[src/rtl/tap_tms_sequencer.sv]
// JTAG TAP driver: turns RESET / GOTO_IDLE / SCAN_IR / SCAN_DR commands into
// registered TMS/TDI sequences while tracking the 16-state TAP controller.
module tap_tms_sequencer #(
    parameter int DATA_W = 8
) (
    input  logic                      GCLK_Pad,
    input  logic                      TRST_Pad,
    input  logic                      cmd_valid,
    output logic                      cmd_ready,
    input  logic [1:0]                cmd_op,
    input  logic [$clog2(DATA_W)-1:0] cmd_len,
    input  logic [DATA_W-1:0]         cmd_data,
    output logic                      tms_out,
    output logic                      tdi_out,
    input  logic                      tdo_in,
    output logic                      rsp_valid,
    output logic [DATA_W-1:0]         rsp_data,
    output logic [3:0]                state_obs
);

    localparam int LEN_W = $clog2(DATA_W);
    localparam int CNT_W = LEN_W + 3;

    localparam logic [1:0] OP_RESET     = 2'b00;
    localparam logic [1:0] OP_GOTO_IDLE = 2'b01;
    localparam logic [1:0] OP_SCAN_IR   = 2'b10;
    localparam logic [1:0] OP_SCAN_DR   = 2'b11;

    localparam logic [3:0] TAP_TLR = 4'hF;

    typedef enum logic [1:0] {
        ST_IDLE = 2'b00,
        ST_RUN  = 2'b01,
        ST_DONE = 2'b10
    } ctl_t;

    ctl_t              r_ctl;
    logic [3:0]        r_tap;
    logic              r_tms;
    logic              r_tdi;
    logic              r_ready;
    logic              r_rsp_valid;
    logic [DATA_W-1:0] r_rsp_data;
    logic [1:0]        r_op;
    logic              r_from_tlr;
    logic [CNT_W-1:0]  r_l;
    logic [DATA_W-1:0] r_data;
    logic [CNT_W-1:0]  r_idx;
    logic              r_shift;
    logic [LEN_W-1:0]  r_sidx;

    logic [1:0]        w_op;
    logic              w_tlr;
    logic [CNT_W-1:0]  w_l;
    logic [CNT_W-1:0]  w_k;
    logic [CNT_W-1:0]  w_pre;
    logic [CNT_W-1:0]  w_head;
    logic [CNT_W-1:0]  w_kb;
    logic [CNT_W-1:0]  w_len;
    logic              w_tms;
    logic              w_shift;
    logic [LEN_W-1:0]  w_sidx;
    logic [3:0]        w_tap_nxt;

    // IEEE 1149.1 TAP next-state table in the standard 4-bit encoding
    function automatic logic [3:0] tap_next(input logic [3:0] s, input logic tms);
        logic [3:0] n;
        case (s)
            4'hF:    n = tms ? 4'hF : 4'hC;
            4'hC:    n = tms ? 4'h7 : 4'hC;
            4'h7:    n = tms ? 4'h4 : 4'h6;
            4'h6:    n = tms ? 4'h1 : 4'h2;
            4'h2:    n = tms ? 4'h1 : 4'h2;
            4'h1:    n = tms ? 4'h5 : 4'h3;
            4'h3:    n = tms ? 4'h0 : 4'h3;
            4'h0:    n = tms ? 4'h5 : 4'h2;
            4'h5:    n = tms ? 4'h7 : 4'hC;
            4'h4:    n = tms ? 4'hF : 4'hE;
            4'hE:    n = tms ? 4'h9 : 4'hA;
            4'hA:    n = tms ? 4'h9 : 4'hA;
            4'h9:    n = tms ? 4'hD : 4'hB;
            4'hB:    n = tms ? 4'h8 : 4'hB;
            4'h8:    n = tms ? 4'hD : 4'hA;
            4'hD:    n = tms ? 4'h7 : 4'hC;
            default: n = TAP_TLR;
        endcase
        return n;
    endfunction

    assign w_tap_nxt = tap_next(r_tap, r_tms);

    // Sequence length and TMS/TDI-shift info for step w_k; in IDLE this
    // describes step 0 of the command being offered, otherwise the next step
    always_comb begin
        if (r_ctl == ST_IDLE) begin
            w_op  = cmd_op;
            w_tlr = (r_tap == TAP_TLR);
            w_l   = (cmd_len == '0) ? CNT_W'(DATA_W) : CNT_W'(cmd_len);
            w_k   = '0;
        end else begin
            w_op  = r_op;
            w_tlr = r_from_tlr;
            w_l   = r_l;
            w_k   = r_idx + CNT_W'(1);
        end
        w_pre   = (w_tlr && (w_op != OP_RESET)) ? CNT_W'(1) : CNT_W'(0);
        w_head  = (w_op == OP_SCAN_IR) ? CNT_W'(4) : CNT_W'(3);
        w_kb    = w_k - w_pre;
        w_len   = '0;
        w_tms   = 1'b0;
        w_shift = 1'b0;
        w_sidx  = '0;
        case (w_op)
            OP_RESET: begin
                w_len = CNT_W'(5);
                w_tms = 1'b1;
            end
            OP_GOTO_IDLE: begin
                w_len = w_pre;
                w_tms = 1'b0;
            end
            OP_SCAN_IR, OP_SCAN_DR: begin
                w_len = w_pre + w_head + w_l + CNT_W'(2);
                if (w_k < w_pre) begin
                    w_tms = 1'b0;
                end else if (w_kb < w_head) begin
                    w_tms = (w_op == OP_SCAN_IR) ? (w_kb < CNT_W'(2)) : (w_kb == CNT_W'(0));
                end else if (w_kb < w_head + w_l) begin
                    // last shift step carries TMS=1 to leave Shift-xR
                    w_shift = 1'b1;
                    w_sidx  = LEN_W'(w_kb - w_head);
                    w_tms   = (w_kb == w_head + w_l - CNT_W'(1));
                end else begin
                    w_tms = (w_kb == w_head + w_l);
                end
            end
            default: begin
                w_len = '0;
                w_tms = 1'b0;
            end
        endcase
    end

    // Controller FSM, TAP tracker and all registered outputs
    always_ff @(posedge GCLK_Pad) begin
        if (TRST_Pad) begin
            r_ctl       <= ST_IDLE;
            r_tap       <= TAP_TLR;
            r_tms       <= 1'b1;
            r_tdi       <= 1'b0;
            r_ready     <= 1'b1;
            r_rsp_valid <= 1'b0;
            r_rsp_data  <= '0;
            r_op        <= OP_RESET;
            r_from_tlr  <= 1'b0;
            r_l         <= '0;
            r_data      <= '0;
            r_idx       <= '0;
            r_shift     <= 1'b0;
            r_sidx      <= '0;
        end else begin
            r_tap <= w_tap_nxt;
            case (r_ctl)
                ST_IDLE: begin
                    r_rsp_valid <= 1'b0;
                    if (cmd_valid && r_ready) begin
                        r_op       <= cmd_op;
                        r_from_tlr <= w_tlr;
                        r_l        <= w_l;
                        r_data     <= cmd_data;
                        r_idx      <= '0;
                        r_rsp_data <= '0;
                        r_ready    <= 1'b0;
                        if (w_len == '0) begin
                            r_ctl       <= ST_DONE;
                            r_rsp_valid <= 1'b1;
                            r_tms       <= (w_tap_nxt == TAP_TLR);
                            r_tdi       <= 1'b0;
                            r_shift     <= 1'b0;
                        end else begin
                            r_ctl   <= ST_RUN;
                            r_tms   <= w_tms;
                            r_tdi   <= w_shift ? cmd_data[w_sidx] : 1'b0;
                            r_shift <= w_shift;
                            r_sidx  <= w_sidx;
                        end
                    end else begin
                        r_tms <= (w_tap_nxt == TAP_TLR);
                        r_tdi <= 1'b0;
                    end
                end
                ST_RUN: begin
                    if (r_shift) begin
                        r_rsp_data[r_sidx] <= tdo_in;
                    end
                    if (r_idx == w_len - CNT_W'(1)) begin
                        r_ctl       <= ST_DONE;
                        r_rsp_valid <= 1'b1;
                        r_tms       <= (w_tap_nxt == TAP_TLR);
                        r_tdi       <= 1'b0;
                        r_shift     <= 1'b0;
                    end else begin
                        r_idx   <= w_k;
                        r_tms   <= w_tms;
                        r_tdi   <= w_shift ? r_data[w_sidx] : 1'b0;
                        r_shift <= w_shift;
                        r_sidx  <= w_sidx;
                    end
                end
                ST_DONE: begin
                    r_ctl       <= ST_IDLE;
                    r_ready     <= 1'b1;
                    r_rsp_valid <= 1'b0;
                    r_tms       <= (w_tap_nxt == TAP_TLR);
                    r_tdi       <= 1'b0;
                end
                default: begin
                    r_ctl       <= ST_IDLE;
                    r_ready     <= 1'b1;
                    r_rsp_valid <= 1'b0;
                    r_tms       <= (w_tap_nxt == TAP_TLR);
                    r_tdi       <= 1'b0;
                    r_shift     <= 1'b0;
                end
            endcase
        end
    end

    assign cmd_ready = r_ready;
    assign tms_out   = r_tms;
    assign tdi_out   = r_tdi;
    assign rsp_valid = r_rsp_valid;
    assign rsp_data  = r_rsp_data;
    assign state_obs = r_tap;

endmodule
[config.mk]
export PLATFORM = sky130hd
export DESIGN_NAME = tap_tms_sequencer
export DESIGN_NICKNAME = d
export VERILOG_FILES = /design/src/rtl/tap_tms_sequencer.sv
export SDC_FILE = /design/constraint.sdc
export NUM_CORES = 1
export LEC_CHECK = 0
export CAP_MARGIN = 20
export CORE_UTILIZATION = 60
export CTS_CLUSTER_DIAMETER = 40
export DETAILED_ROUTE_END_ITERATION = 8
export PLACE_DENSITY_LB_ADDON = 0.25
export RECOVER_POWER = 100
export SETUP_SLACK_MARGIN = 0.5
export SYNTH_ARGS = -nofsm -noshare
export SYNTH_HDL_FRONTEND = slang
export SYNTH_SLANG_ARGS = --single-unit
[constraint.sdc]
create_clock -name GCLK_Pad -period 7.7 [get_ports GCLK_Pad]
set_clock_uncertainty 0.15 [all_clocks]
set_input_delay 1.925 -clock GCLK_Pad [delete_from_list [all_inputs] [get_ports GCLK_Pad]]
set_output_delay 1.925 -clock GCLK_Pad [all_outputs]
set_load 0.1 [all_outputs]
==> flow_metrics.tcl <==
set metrics [dict create \
    critPathKind "primary input to register" \
    post-dp-hpwl_um 5970 \
    drv_slew 46 \
    arrival_ns 6.71 \
    ff2ff_setup_slack_ns 1.76 \
    grt_use_total_pct 29.8 \
    finalPower_mw 1.90 \
    initial_utilization_pct 62.0 \
    io_pins 33 \
    crit_buf_inv 1 \
    fin_nets 497 \
    fin_tns_setup_ns 0 \
    ant_nets 0 \
    max_slew_margin_pct -32.6 \
    cts_made_buffers 5 \
    synth_edf_count 0 \
    fmax_mhz 148 \
    fin_ws_ns 0.940 \
    crit_required_ns 7.65 \
    start_kind "primary input" \
    rsz0062_at_grt "no" \
    syn_inst 438 \
    yosysTopAreaCell "dfxtp_1" \
    dr.pass1.iters 5 \
    cts_setup_buffers 0 \
    drcViolationCount 0 \
    fin_crit_ns 6.76 \
    ys_types 64 \
    cts_tree "done" \
    drive_gt1_share_pct 5.45 \
    root_buffer "clkbuf_8" \
    vias_per_cell 6.23 \
    die_y_um 77.2 \
    h-tree-depth 2 \
    crit_path_max_fanout 13 \
    p_leak_nw 1.53 \
    routedWlPerCell_um 15.7 \
    violations "capacitance limit, slew limit" \
    cp-end-kind "register" \
    die_w_um 77.2 \
    ys_ff_latch 45 \
    synth_area_per_cell_um2 7.74 \
    fill_cells 464 \
    drv_cap 1 \
    clockBufferDepth 2 \
    cts_hold_buf 0 \
    seq_area_um2 901 \
    place.port_buffers 32 \
    synthTopCellsByArea "dfxtp_1 27%, nand2_1 7.0%, ha_1 6.6%, a21oi_1 6.5%, nor2_1 3.9%" \
    antenna_found_initial 0 \
    synth_top_area_share_pct 26.6 \
    multi_input_area_mm2 0.00233 \
    grt_overflow 0 \
    hold_path_class "register to register" \
    syn_nets 477 \
    yosysSeqAreaShare_pct 26.6 \
    syn-cell-area_mm2 0.00339 \
    n_antenna_cell 0 \
    irDropWorstVdd_mv 0.378 \
    drt_iter0_drc 231 \
    tightest_slew_ns 1.99 \
    slowest_stage "dlygate4sd3_1" \
    rows 27 \
    grt_max_degree 46 \
    clkTransAtPathRegs_ns 0.09 \
    insertion_delay_ns 0.31 \
    period_share_pct 87.8 \
    die_area_mm2 0.00596 \
    yosysMostFrequentCell "nand2_1" \
    grt_pass1_wl_um 14300 \
    wl_um 8350 \
    synthArstFlopShare_pct 0 \
    setup_viol 0 \
    critPathTopFamily "compound AO/OA/AOI/OAI gates" \
    yosysWarnings 0 \
    crit_chain "dlygate4sd3_1, nor2b_1, nand2_1, o21ai_0, ha_1, fa_1, a21oi_1, o2111ai_1, a21o_1, a211o_1, a211o_1, a31o_1, nor2_1, or3_1, a21oi_1" \
    post-place-ws_ns 1.16 \
    grt_pass1_vias 3025 \
    run_status "finished with violations" \
    cts.sinks 45 \
    power_density_mw_per_mm2 495 \
    num_vias 3306 \
    area_growth_pct 12.9 \
    postCtsResizedCells 0 \
    critPathMaxStageDelay_ns 0.59 \
    synth_flop_cell "dfxtp_1" \
    netlist_top_cells_count "63 x nand2_1, 45 x dfxtp_1, 44 x a21oi_1, 35 x nor2_1, 21 x o21ai_0" \
    gp_congestion 1.01 \
    hold_viol 0 \
    core_mm2 0.00547 \
]
## cell usage in the layout (no fill, tap or decap), drive strengths merged, types with 6 or more instances in the layout
cell and count:
nand2 64, dfxtp 45, a21oi 44, nor2 36, o21ai 24, ha 18
dlygate4sd3 18, inv 17, xnor2 14, clkdlybuf4s50 14, nand3 13, a22oi 10
nor3 9, nor2b 9, or3 9, a21o 8, xor2 8, clkbuf 7
nand2b 6, and3 6
## state kept, by name, summed over array words and instances (netlist names)
name        cells
r_data          8
cmd_ready       1
tms_out         1
rsp_valid       1
r_op            2
r_sidx          3
tdi_out         1
r_idx           6
r_from_tlr      1
state_obs       4
r_shift         1
r_ctl           2
r_l             6
rsp_data        8
## cell type report
cell class	count	share of cell area, %
sequential	45	23.5
clock buffer	6	1.90
tap	72	2.35
clock inverter	2	1.01
timing repair buffer	34	8.66
inverter	17	1.67
multi-input combinational	355	60.9
## cells by family after synthesis
kind of cell    after synthesis  share of synthesized area (%)
xor+xnor                     22                           5.90
fa+ha+maj                    22                           9.00
buf+inv                      38                           4.65
simple gates                178                           26.2
flops                        45                           26.6
mux                          11                           4.46
compound gates              122                           23.2
## tightest hold or removal path: stages (launching register included)
cell,delay (ns)
dfxtp_1,0.32
nand2_1,0.05
a21oi_1,0.05
## where the power goes
group | switching, mW | internal [mW] | total (mW)
Clock | 0.0891 | 0.0976 | 0.187
Combinational | 0.836 | 0.538 | 1.37
Sequential | 0.0614 | 0.273 | 0.334
Total | 0.987 | 0.909 | 1.90
## per-stage QoR
stage	cells	cell area (µm²)	utilization, %	hold WS, ns
floorplan	438	3390	-	0.283
global placement	523	3720	68.0	0.290
detailed placement	523	3720	68.0	0.303
CTS	531	3830	70.1	0.315
global route	531	3830	69.9	0.335
finish	531	3830	69.9	0.310
## per-layer routing
metal	global-route usage, %	up-vias	share of wire, %	wire length, µm
met5	0	-	0	0
met4	10.6	0	2.3	192
met3	4.52	22	5.0	416
met2	48.2	111	47	3920
met1	40.0	1555	46	3820
li1	-	1618	-	-
## worst paths after layout
check / from / to / depth (start not counted)
setup / recovery: cmd_op[1] / r_sidx[1] / 15
hold / removal: r_data[6] / r_data[6] / 2
setup reg to reg: r_ctl[1] / r_sidx[1] / 15
hold reg to reg: r_data[6] / r_data[6] / 2
(Power assumes the default switching activity.)
